File: config.mk
export PLATFORM = sky130hd
export DESIGN_NAME = hazard_ctrl_flat
export DESIGN_NICKNAME = d
export VERILOG_FILES = /design/src/rtl/hazard_if.sv /design/src/rtl/hazard_ctrl.sv /design/src/flat_wrapper.sv
export SDC_FILE = /design/constraint.sdc
export NUM_CORES = 1
export LEC_CHECK = 0
export ABC_AREA = 1
export BUFFER_PORTS_ARGS = -buffer_cell sky130_fd_sc_hd__buf_2
export CORE_ASPECT_RATIO = 1.25
export CORE_MARGIN = 2
export CORE_UTILIZATION = 48
export CTS_BUF_LIST = sky130_fd_sc_hd__clkbuf_8
export CTS_CLUSTER_SIZE = 24
export DETAILED_ROUTE_END_ITERATION = 7
export PLACE_DENSITY = 0.76
export SKIP_LAST_GASP = 1
export SLEW_MARGIN = 20
export SYNTH_ARGS = -nofsm -noshare
export SYNTH_HDL_FRONTEND = slang
export SYNTH_SLANG_ARGS = --single-unit
File: constraint.sdc
create_clock -name clk -period 2.6 [get_ports clk]
set_clock_uncertainty 0.15 [all_clocks]
set_input_delay 0.13 -clock clk [delete_from_list [all_inputs] [get_ports clk]]
set_output_delay 0.13 -clock clk [all_outputs]
set_load 0.005 [all_outputs]
File: src/rtl/hazard_if.sv
// Hazard controller bundle: pipeline-side register ids and enables,
// controller-side forwarding, stall, flush and status outputs.
interface hazard_if #(
    parameter int CNT_W = 16
);
    logic [4:0]       Rs1D;
    logic [4:0]       Rs2D;
    logic [4:0]       Rs1E;
    logic [4:0]       Rs2E;
    logic [4:0]       RdE;
    logic [1:0]       ResultSrcE;
    logic             PCSrcE;
    logic [4:0]       RdM;
    logic [4:0]       RdW;
    logic             RegWriteM;
    logic             RegWriteW;
    logic             MemAccessM;
    logic             dmem_ready;
    logic [1:0]       ForwardAE;
    logic [1:0]       ForwardBE;
    logic             StallF;
    logic             StallD;
    logic             StallE;
    logic             StallM;
    logic             FlushD;
    logic             FlushE;
    logic             mem_err;
    logic [CNT_W-1:0] stall_cnt;
    logic [CNT_W-1:0] redirect_cnt;

    modport master (
        output Rs1D, Rs2D, Rs1E, Rs2E, RdE, ResultSrcE, PCSrcE,
        output RdM, RdW, RegWriteM, RegWriteW, MemAccessM, dmem_ready,
        input  ForwardAE, ForwardBE, StallF, StallD, StallE, StallM,
        input  FlushD, FlushE, mem_err, stall_cnt, redirect_cnt
    );

    modport slave (
        input  Rs1D, Rs2D, Rs1E, Rs2E, RdE, ResultSrcE, PCSrcE,
        input  RdM, RdW, RegWriteM, RegWriteW, MemAccessM, dmem_ready,
        output ForwardAE, ForwardBE, StallF, StallD, StallE, StallM,
        output FlushD, FlushE, mem_err, stall_cnt, redirect_cnt
    );
endinterface

File: src/rtl/hazard_ctrl.sv
// Five-stage RV32 hazard unit: forwarding, load-use stall, redirect
// flush, memory-wait freeze with timeout, saturating perf counters.
module hazard_ctrl #(
    parameter int TIMEOUT = 16,
    parameter int CNT_W   = 16
) (
    input  logic    clk,
    input  logic    rst,
    hazard_if.slave hz
);
    localparam int WCW = $clog2(TIMEOUT + 1);
    localparam logic [WCW-1:0] WAIT_LAST = WCW'(TIMEOUT - 1);

    localparam logic [1:0] S_RUN  = 2'd0;
    localparam logic [1:0] S_WAIT = 2'd1;
    localparam logic [1:0] S_ERR  = 2'd2;

    logic [1:0]       r_state;
    logic [WCW-1:0]   r_wait_cnt;
    logic             r_mem_err;
    logic [CNT_W-1:0] r_stall_cnt;
    logic [CNT_W-1:0] r_redirect_cnt;

    logic       w_lw_stall;
    logic       w_freeze;
    logic [1:0] w_fwd_a;
    logic [1:0] w_fwd_b;

    always_comb begin
        w_fwd_a = 2'b00;
        if (hz.RegWriteM && hz.RdM != 5'd0 && hz.RdM == hz.Rs1E)
            w_fwd_a = 2'b10;
        else if (hz.RegWriteW && hz.RdW != 5'd0 && hz.RdW == hz.Rs1E)
            w_fwd_a = 2'b01;
    end

    always_comb begin
        w_fwd_b = 2'b00;
        if (hz.RegWriteM && hz.RdM != 5'd0 && hz.RdM == hz.Rs2E)
            w_fwd_b = 2'b10;
        else if (hz.RegWriteW && hz.RdW != 5'd0 && hz.RdW == hz.Rs2E)
            w_fwd_b = 2'b01;
    end

    // A redirect squashes the decode instruction, so no load-use stall.
    assign w_lw_stall = (hz.ResultSrcE == 2'b01) && (hz.RdE != 5'd0) &&
                        ((hz.RdE == hz.Rs1D) || (hz.RdE == hz.Rs2D)) &&
                        !hz.PCSrcE;

    assign w_freeze = (r_state == S_WAIT && !hz.dmem_ready) ||
                      (r_state == S_RUN && hz.MemAccessM && !hz.dmem_ready) ||
                      (r_state == S_ERR);

    assign hz.ForwardAE    = w_fwd_a;
    assign hz.ForwardBE    = w_fwd_b;
    assign hz.StallF       = w_freeze | w_lw_stall;
    assign hz.StallD       = w_freeze | w_lw_stall;
    assign hz.StallE       = w_freeze;
    assign hz.StallM       = w_freeze;
    assign hz.FlushD       = !w_freeze && hz.PCSrcE;
    assign hz.FlushE       = !w_freeze && (w_lw_stall || hz.PCSrcE);
    assign hz.mem_err      = r_mem_err;
    assign hz.stall_cnt    = r_stall_cnt;
    assign hz.redirect_cnt = r_redirect_cnt;

    always_ff @(posedge clk or posedge rst) begin
        if (rst) begin
            r_state    <= S_RUN;
            r_wait_cnt <= '0;
            r_mem_err  <= 1'b0;
        end else begin
            case (r_state)
                S_RUN: begin
                    if (hz.MemAccessM && !hz.dmem_ready) begin
                        r_state    <= S_WAIT;
                        r_wait_cnt <= WCW'(1);
                    end
                end
                S_WAIT: begin
                    if (hz.dmem_ready) begin
                        r_state <= S_RUN;
                    end else if (r_wait_cnt == WAIT_LAST) begin
                        r_state   <= S_ERR;
                        r_mem_err <= 1'b1;
                    end else begin
                        r_wait_cnt <= r_wait_cnt + WCW'(1);
                    end
                end
                S_ERR: begin
                    r_state <= S_ERR;
                end
                default: begin
                    r_state <= S_RUN;
                end
            endcase
        end
    end

    always_ff @(posedge clk or posedge rst) begin
        if (rst) begin
            r_stall_cnt    <= '0;
            r_redirect_cnt <= '0;
        end else begin
            if (hz.StallF && !(&r_stall_cnt))
                r_stall_cnt <= r_stall_cnt + CNT_W'(1);
            if (hz.PCSrcE && !w_freeze && !(&r_redirect_cnt))
                r_redirect_cnt <= r_redirect_cnt + CNT_W'(1);
        end
    end
endmodule

File: src/flat_wrapper.sv
// flat-port wrapper written by rule: the top's interface ports become plain ports
module hazard_ctrl_flat 
#(
    parameter int TIMEOUT = 16,
    parameter int CNT_W   = 16
)
  (clk, rst, hz_Rs1D, hz_Rs2D, hz_Rs1E, hz_Rs2E, hz_RdE, hz_ResultSrcE, hz_PCSrcE, hz_RdM, hz_RdW, hz_RegWriteM, hz_RegWriteW, hz_MemAccessM, hz_dmem_ready, hz_ForwardAE, hz_ForwardBE, hz_StallF, hz_StallD, hz_StallE, hz_StallM, hz_FlushD, hz_FlushE, hz_mem_err, hz_stall_cnt, hz_redirect_cnt);
  hazard_if #(.CNT_W(CNT_W)) hz_i ();
  input  logic clk;
  input  logic rst;
  input wire logic [$bits(hz_i.Rs1D)-1:0] hz_Rs1D;
  input wire logic [$bits(hz_i.Rs2D)-1:0] hz_Rs2D;
  input wire logic [$bits(hz_i.Rs1E)-1:0] hz_Rs1E;
  input wire logic [$bits(hz_i.Rs2E)-1:0] hz_Rs2E;
  input wire logic [$bits(hz_i.RdE)-1:0] hz_RdE;
  input wire logic [$bits(hz_i.ResultSrcE)-1:0] hz_ResultSrcE;
  input wire logic [$bits(hz_i.PCSrcE)-1:0] hz_PCSrcE;
  input wire logic [$bits(hz_i.RdM)-1:0] hz_RdM;
  input wire logic [$bits(hz_i.RdW)-1:0] hz_RdW;
  input wire logic [$bits(hz_i.RegWriteM)-1:0] hz_RegWriteM;
  input wire logic [$bits(hz_i.RegWriteW)-1:0] hz_RegWriteW;
  input wire logic [$bits(hz_i.MemAccessM)-1:0] hz_MemAccessM;
  input wire logic [$bits(hz_i.dmem_ready)-1:0] hz_dmem_ready;
  output wire logic [$bits(hz_i.ForwardAE)-1:0] hz_ForwardAE;
  output wire logic [$bits(hz_i.ForwardBE)-1:0] hz_ForwardBE;
  output wire logic [$bits(hz_i.StallF)-1:0] hz_StallF;
  output wire logic [$bits(hz_i.StallD)-1:0] hz_StallD;
  output wire logic [$bits(hz_i.StallE)-1:0] hz_StallE;
  output wire logic [$bits(hz_i.StallM)-1:0] hz_StallM;
  output wire logic [$bits(hz_i.FlushD)-1:0] hz_FlushD;
  output wire logic [$bits(hz_i.FlushE)-1:0] hz_FlushE;
  output wire logic [$bits(hz_i.mem_err)-1:0] hz_mem_err;
  output wire logic [$bits(hz_i.stall_cnt)-1:0] hz_stall_cnt;
  output wire logic [$bits(hz_i.redirect_cnt)-1:0] hz_redirect_cnt;
  assign hz_i.Rs1D = hz_Rs1D;
  assign hz_i.Rs2D = hz_Rs2D;
  assign hz_i.Rs1E = hz_Rs1E;
  assign hz_i.Rs2E = hz_Rs2E;
  assign hz_i.RdE = hz_RdE;
  assign hz_i.ResultSrcE = hz_ResultSrcE;
  assign hz_i.PCSrcE = hz_PCSrcE;
  assign hz_i.RdM = hz_RdM;
  assign hz_i.RdW = hz_RdW;
  assign hz_i.RegWriteM = hz_RegWriteM;
  assign hz_i.RegWriteW = hz_RegWriteW;
  assign hz_i.MemAccessM = hz_MemAccessM;
  assign hz_i.dmem_ready = hz_dmem_ready;
  assign hz_ForwardAE = hz_i.ForwardAE;
  assign hz_ForwardBE = hz_i.ForwardBE;
  assign hz_StallF = hz_i.StallF;
  assign hz_StallD = hz_i.StallD;
  assign hz_StallE = hz_i.StallE;
  assign hz_StallM = hz_i.StallM;
  assign hz_FlushD = hz_i.FlushD;
  assign hz_FlushE = hz_i.FlushE;
  assign hz_mem_err = hz_i.mem_err;
  assign hz_stall_cnt = hz_i.stall_cnt;
  assign hz_redirect_cnt = hz_i.redirect_cnt;
  hazard_ctrl #(.TIMEOUT(TIMEOUT), .CNT_W(CNT_W)) u_core (.clk(clk), .rst(rst), .hz(hz_i));
endmodule
======== Word-level counts from Yosys, hierarchy flattened ========
Index checks and enable logic that the tools add are counted.
storage, ports and cells
  register bits ........................... 40
  input port bits ......................... 44
  output and inout bits ................... 43
operators by class
  $add $sub $neg .......................... 3
  eq/ne operators ......................... 14
  mux-type cells .......................... 12
  bitwise gates (word level) .............. 2
  reduce and logical (&&, ||, !) cells .... 36
operator list
  operator                                                         number
  16-bit by 1-bit adder with 16-bit output, second input constant  2
  16-bit AND reduction                                             2
  5-bit == test                                                    6
  1-bit logical AND                                                17
  5-bit two-way mux                                                3
  5-bit nonzero test                                               3
  2-bit two-way mux                                                5
  5-bit case mux with 2 select lines                               1
  2-bit inequality test, second input constant                     3
  2-bit case mux with 3 select lines                               1
  5-bit by 1-bit adder with 5-bit output, second input constant    1
  5-bit by 4-bit == test with 1-bit output, second input constant  1
  1-bit zero test                                                  5
  2-bit by 1-bit == test with 1-bit output, second input constant  2
  1-bit logical OR                                                 4
  4-bit AND reduction                                              1
  3-bit inequality test, second input constant                     1
  3-bit AND reduction                                              1
  2-bit == test, second input constant                             1
  2-bit zero test                                                  1
  1-bit two-way mux                                                2
  2-bit AND reduction                                              1
  2-bit nonzero test                                               1
  1-bit NOT                                                        1
  1-bit OR                                                         1

======== Logic depth before layout (Yosys ltp) ========
Gate-level depths: netlist (run 1).
  depth after elaboration ................. 8
  gate-level depth with buffers ........... 12
  mapped depth without buffers ............ 12

======== Worst setup path after synthesis (run 1) ========
No wires, ideal clock.
  path kind ............................... register to register
  start point ............................. register u_core.r_stall_cnt[0] (netlist: u_core.hz.stall_cnt[0])
  end point ............................... register u_core.r_stall_cnt[12] (netlist: u_core.hz.stall_cnt[12])
  library setup time ...................... 0.117 ns
  arrival time ............................ 1.489 ns
  data required time ...................... 2.333 ns
  setup slack ............................. 0.844 ns
  cell stages (with the launch flop) ...... 10
  clock period less this slack ............ 1.756 ns
  cell sequence ........................... dfrtp_1 ha_1 nand2_1 nor2_4 nand3_4 nor2_4 nand4_4 buf_2 nand3_1 nand2_1
on the way
  word-level cells in the longest chain between the ends .. 3
  elaborated cells on any way between the ends .. 4
  those cells by class .................... add/sub: 1; reduce/logical: 3
ends and longest elaborated chain
  element                                                                           RTL line            RTL
  start: declaration                                                                hazard_ctrl.sv:21   logic [CNT_W-1:0] r_stall_cnt;
  start signal: assignment                                                          hazard_ctrl.sv:105  r_stall_cnt <= r_stall_cnt + CNT_W'(1);
  branches (longest 3 deep; another with 16-bit by 1-bit adder with 16-bit output)  --
Several ways; the timed one is not identified.
A chain may end at the register's enable or synchronous reset.

======== Final worst setup path (run 1) ========
  start point ............................. register u_core.r_state[0]
  end point ............................... output hz_StallF
on the way
  word-level cells in the longest chain between the ends .. 6
  elaborated cells on any way between the ends .. 9
  those cells by class .................... eq/ne: 2; bitwise: 1; reduce/logical: 6
ends and longest elaborated chain
  element                         RTL line            RTL
  start: declaration              hazard_ctrl.sv:18   logic [1:0] r_state;
  start signal: assignment        hazard_ctrl.sv:68   r_state <= S_RUN;
  start signal: assignment        hazard_ctrl.sv:75   r_state <= S_WAIT;
  start signal: assignment        hazard_ctrl.sv:81   r_state <= S_RUN;
  2-bit zero test                 hazard_ctrl.sv:51   (r_state == S_RUN && hz.MemAccessM && !hz.dmem_ready) ||
  1-bit logical AND (2 in a row)  hazard_ctrl.sv:51
  1-bit logical OR                hazard_ctrl.sv:50   assign w_freeze = (r_state == S_WAIT && !hz.dmem_ready) ||
  1-bit logical OR (*)            hazard_ctrl.sv:51
  1-bit OR (*)                    hazard_ctrl.sv:56   assign hz.StallF = w_freeze | w_lw_stall;
  end: declaration                flat_wrapper.sv:26  output wire logic [$bits(hz_i.StallF)-1:0] hz_StallF;
Mark *: on every way between the ends. The rest lies on a longest branch, timed or not.

==> results.json, run 1 <==
{
  "vdd_drop_max_v": 0.000273,
  "numCtsBuffers": 5,
  "finalWorstSetupSlack_ps": 647,
  "viasPerCell": 4.90,
  "p_per_area_nw_per_um2": 354,
  "overflow": 0,
  "synth_flop_cell": "dfrtp_1",
  "yosysTopAreaCell": "dfrtp_1",
  "synth_edf_count": 0,
  "worst-endpoint-required_ps": 2320,
  "core-area_um2": 5480,
  "combPwrFrac": 0.103,
  "yosys.cell_count.top_type": "nand2_1",
  "worstMarginPinSlew_ps": 505,
  "nets": 503,
  "slowest_stage": "dfrtp_1",
  "grt_max_degree": 41,
  "crit_fanout": 20,
  "postRouteAntennaNets": 0,
  "grt_pass1_vias": 2404,
  "globalRouteTotalUtil": 0.197,
  "worstSetupPathType": "reg2out",
  "synth_seq_cells": 40,
  "fmax_mhz": 512,
  "gp_congestion": 0.940,
  "r2r_slack_ps": 650,
  "min_to": "u_core.hz.mem_err",
  "avgRoutedWirePerCell_um": 11.3,
  "drc": 0,
  "critPathTopFamily": "simple AND/OR/NAND/NOR gates",
  "dp.cells": 511,
  "dp_hpwl_um": 4800,
  "finalNonFillerCells": 520,
  "multiInputGateArea_um2": 1520,
  "crit_buf_inv": 2,
  "synth_top_area_frac": 0.364,
  "ctsResizeCount": 0,
  "rsz0062_at_grt": "false",
  "yosysWarningCount": 0,
  "path_clk_slew_ps": 80,
  "crit_chain": "inv_1, nor2_2, nand2_1, o21ai_2, nor2_4, nand2_2, buf_2",
  "grt_first_pass_wirelength_um": 10100,
  "regArea_um2": 1000,
  "maxSlewViolCount": 0,
  "drive_gt1_frac": 0.261,
  "routed_wl_um": 5900,
  "power_frac_seq": 0.528,
  "netlist_top_cells_count": "nand2_1, inv_1, dfrtp_1, nor2_1, nand3_1",
  "r2r_cells": 8,
  "outcome": "finished, final reports clean",
  "rows": 30,
  "hold_depth": 3,
  "cts_max_path_buffers": 2,
  "power.leakage_nw": 1.88,
  "htreeDepth": 2,
  "fin_crit_sh": 0.751,
  "areaGrowthSynthToFinish_pct": 20.9,
  "cts-root-buf": "clkbuf_8",
  "relSlewSlack": 0.663,
  "hold_violations": 0,
  "cts_tree": "yes",
  "clk_latency_ps": 290,
  "min_from": "hz_dmem_ready",
  "cap_violations": 0,
  "synthCells": 366,
  "syn_area_per_cell_um2": 7.52,
  "async_flop_share": 1.00,
  "die-area_um2": 6360,
  "numClockSinks": 40,
  "ioPinCount": 87,
  "pre_cts_ws_ps": 619,
  "switching_share": 0.242,
  "final_util": 0.607,
  "num_antenna_cells": 0,
  "synth_area_leaders": "dfrtp_1, nand2_1, xnor2_1",
  "die_y_um": 88.6,
  "fill_cells": 512,
  "startpoint_type": "flip-flop",
  "firstDrtPassIters": 4,
  "syn_nets": 414,
  "synth.cell_area_um2": 2750,
  "die_w_um": 71.7,
  "synth.distinct_cells": 30,
  "clkPwrFrac": 0.369,
  "io_buffers": 86,
  "timing.rr.start": "u_core.hz.redirect_cnt[0]",
  "antenna_found_initial": 0,
  "hold_class": "in2reg",
  "max_stage_delay_ps": 370,
  "critPathCaptureType": "output port",
  "initial_core_util": 0.502,
  "drtIter0Drc": 80,
  "timing.rr.end": "u_core.hz.redirect_cnt[4]",
  "internal_power_w": 0.000892,
  "setup-violations-final": 0,
  "layout_min_cycle_time_ps": 1950,
  "finalPower_w": 0.00118,
  "worstPathArrival_ps": 1670,
  "fin_tns_setup_ps": 0,
  "switching_power_w": 0.000285,
  "seq_area_frac_synth": 0.364,
  "dr_total_vias": 2549
}
-- power groups by stage --
stage	clock, W	combinational (W)	sequential [W]
after floorplan	0	0.0000609	0.000634
after global placement	0	0.000119	0.000634
after detailed placement	0	0.000123	0.000634
after CTS	0.000447	0.000124	0.000621
after global routing	0.000476	0.000139	0.000621
final	0.000434	0.000122	0.000621
-- through the flow --
| step | hold WS, ps | area [um^2] |
|---|---|---|
| after floorplan | 198 | 2750 |
| after global placement | 128 | 3220 |
| after detailed placement | 136 | 3220 |
| after CTS | 49.1 | 3330 |
| after global routing | 82.2 | 3330 |
| final | 52.7 | 3330 |
-- worst min-delay path: stages --
cell and delay (ps):
buf_2 90, inv_1 80, a31o_2 160
-- registers in the layout (all words and copies together) (netlist names) --
signal,flops
u_core.r_state,2
u_core.hz.redirect_cnt,16
u_core.r_wait_cnt,5
u_core.hz.stall_cnt,16
u_core.hz.mem_err,1
-- kinds of logic (layout without fill, tap and decap cells) --
family          after synthesis  in the layout  synth area share
fa+ha+maj                     4              4            0.0182
xor+xnor                     49             49             0.156
flops                        40             40             0.364
buf+inv                      54            144            0.0837
compound gates               14             14            0.0282
simple gates                205            205             0.350
-- layer usage --
metal | up-vias | part of all wire | track usage
met1 | 1177 | 0.42 | 0.225
li1 | 1319 | - | -
met5 | - | 0 | 0
met2 | 47 | 0.54 | 0.380
met3 | 6 | 0.036 | 0.0285
met4 | 0 | 0.010 | 0.0532
-- cell usage in the layout, fill, tap and decap left out, drive strengths merged --
cell type	count
dlygate4sd3	1
xnor2	26
a31o	1
ha	4
inv	48
nor2	42
a21oi	3
buf	87
xor2	23
nand3	33
nand3b	3
clkinvlp	2
dfrtp	40
nand4	9
clkbuf	6
o21ai	10
nor4	2
nor3	7
nor3b	1
nand2	108
-- how the worst max path moves through the flow --
stage,start,to,cells after the start
after global placement,u_core.hz.redirect_cnt[0],u_core.hz.redirect_cnt[11],8
after CTS,u_core.hz.redirect_cnt[0],u_core.hz.redirect_cnt[4],8
after floorplan,u_core.hz.stall_cnt[0],u_core.hz.stall_cnt[12],9
after global routing,u_core.hz.stall_cnt[0],u_core.hz.stall_cnt[6],9
final,u_core.r_state[0],hz_StallF,7
after detailed placement,u_core.hz.redirect_cnt[0],u_core.hz.redirect_cnt[4],8
-- repair_timing --
item | 4_1_cts | 5_1_grt
endpoints found under the hold margin | 40 | 0
endpoints found under the setup margin | 0 | 0
setup buffers | 0 | 0
hold buffers | 1 | 0
-- final cells by class --
cell class              count  share of cell area
clock buffers               6              0.0248
clock inverters             2             0.00451
inverters                  48              0.0542
multi-input cells         272               0.457
flip-flops and latches     40               0.301
well taps                  64              0.0241
repair buffers             88               0.135
Note: power is estimated with default switching activity, not from simulation.
==> run 2, diff against run 1 <==
==> constraint.sdc (replaced) <==
create_clock -name clk -period 1.83 [get_ports clk]
set_clock_uncertainty 0.15 [all_clocks]
set_input_delay 0.0915 -clock clk [delete_from_list [all_inputs] [get_ports clk]]
set_output_delay 0.0915 -clock clk [all_outputs]
set_load 0.005 [all_outputs]
==> results.json, run 2 (synthesis gave the netlist of run 1 again) <==
{
  "avgRoutedWirePerCell_um": 11.9,
  "vdd_drop_max_v": 0.000338,
  "final_util": 0.660,
  "slowest_stage": "dfrtp_1",
  "worstPathArrival_ps": 1560,
  "final_common_cell": "nand2_1",
  "hold_class": "in2reg",
  "htreeDepth": 2,
  "worstMarginPinSlew_ps": 491,
  "path_common_cell": "nor2_4",
  "cap_violations": 0,
  "path_clk_slew_ps": 80,
  "worstSetupPathType": "reg2out",
  "die_y_um": 88.6,
  "maxSlewViolCount": 0,
  "initial_core_util": 0.502,
  "p_per_area_nw_per_um2": 449,
  "multiInputGateArea_um2": 1610,
  "fill_cells": 480,
  "ioPinCount": 87,
  "dp_hpwl_um": 5010,
  "switching_share": 0.247,
  "power.leakage_nw": 2.02,
  "finalPower_w": 0.00162,
  "num_antenna_cells": 0,
  "clkPwrFrac": 0.350,
  "grt_max_degree": 41,
  "layout_min_cycle_time_ps": 1800,
  "setup-violations-final": 0,
  "routed_wl_um": 6480,
  "nets": 527,
  "postRouteAntennaNets": 0,
  "fmax_mhz": 555,
  "die_w_um": 71.7,
  "cts_tree": "yes",
  "antenna_found_initial": 0,
  "grt_pass1_vias": 2543,
  "max_stage_delay_ps": 370,
  "relSlewSlack": 0.673,
  "fin_tns_setup_ps": 0,
  "crit_buf_inv": 3,
  "overflow": 0,
  "regArea_um2": 1000,
  "clk_latency_ps": 300,
  "rows": 30,
  "core-area_um2": 5480,
  "critPathTopFamily": "simple AND/OR/NAND/NOR gates",
  "final_cell_mix": "nand2_1, buf_2, inv_1",
  "cts-root-buf": "clkbuf_8",
  "rsz0062_at_grt": "true",
  "globalRouteTotalUtil": 0.209,
  "numCtsBuffers": 5,
  "viasPerCell": 4.89,
  "io_buffers": 86,
  "worst-endpoint-required_ps": 1590,
  "drive_gt1_frac": 0.326,
  "numClockSinks": 40,
  "crit_chain": "inv_2, nor2_4, nand2_1, o21ai_2, nor2_4, nand2_4, buf_12, buf_2",
  "die-area_um2": 6360,
  "drtIter0Drc": 110,
  "firstDrtPassIters": 4,
  "power_frac_seq": 0.544,
  "dr_total_vias": 2655,
  "areaGrowthSynthToFinish_pct": 31.5,
  "fin_crit_sh": 0.984,
  "internal_power_w": 0.00122,
  "switching_power_w": 0.000401,
  "critPathCaptureType": "output port",
  "grt_first_pass_wirelength_um": 10700,
  "hold_violations": 0,
  "startpoint_type": "flip-flop",
  "crit_fanout": 19,
  "combPwrFrac": 0.106,
  "cts_max_path_buffers": 2,
  "timing.hold.ws_ps": 21.9,
  "gp_congestion": 0.921,
  "drc": 0,
  "outcome": "finished, final reports clean"
}
## run 2: cell count changes in the layout (fill, tap and decap cells not counted), moves of 4 or more
| cell | previous run | this run |
|---|---|---|
| buf_4 | 1 | 19 |
| buf_6 | 0 | 4 |
| ha_1 | 4 | 0 |
| nand2_1 | 103 | 99 |
| nand3_1 | 31 | 27 |
| nand3_2 | 1 | 5 |
## run 2: final cells by class
type / instances / area share
inverters: 48 / 0.0498
clock buffers: 5 / 0.0190
multi-input cells: 272 / 0.444
well taps: 64 / 0.0221
clock inverters: 2 / 0.00346
repair buffers: 112 / 0.185
flip-flops and latches: 40 / 0.277
## run 2: final timing paths
path / start / end / slack (ps) / depth (start not counted)
worst min-delay path: hz_dmem_ready / u_core.hz.mem_err / 20 / 3
min in group asynchronous: rst / u_core.hz.redirect_cnt[12] / 290 / 4
max in group asynchronous: rst / u_core.hz.mem_err / 880 / 4
worst max register to register: u_core.r_wait_cnt[1] / u_core.r_wait_cnt[3] / 70 / 10
worst max-delay path: u_core.r_state[0] / hz_StallF / 30 / 8
worst min register to register: u_core.hz.mem_err / u_core.hz.mem_err / 330 / 1
## run 2: stage by stage
step | area (um^2) | std cells | setup WS [ps]
floorplan | 2750 | 366 | 73.7
global placement | 3370 | 530 | 152
detailed placement | 3370 | 530 | 79.1
CTS | 3480 | 538 | 11.2
global route | 3620 | 543 | -76.5
finish | 3620 | 543 | 28.8
## run 2: repair_timing
item | CTS | global route
hold endpoints to repair | 40 | 0
endpoints found under the setup margin | 3 | 24
gates resized for setup | 5 | 26
setup buffers | 0 | 5
hold buffers | 1 | 0
pin swaps | 0 | 15
## run 2: power groups by stage
stage          sequential, W  combinational, W  clock [W]
2_1_floorplan       0.000901         0.0000865          0
3_3_place_gp        0.000901          0.000169          0
3_5_place_dp        0.000901          0.000172          0
4_1_cts             0.000883          0.000175   0.000580
5_1_grt             0.000883          0.000197   0.000610
6_report            0.000883          0.000172   0.000567
## run 2: tightest hold or removal path, stage by stage
cell and delay, ps:
buf_2 90, inv_1 90, a31o_2 160
## run 2: layer usage
metal	routed length, um	share of wire	GRT usage
met5	0	0	0
met2	3480	0.54	0.384
met3	206	0.032	0.0353
met4	68	0.010	0.0703
met1	2720	0.42	0.245
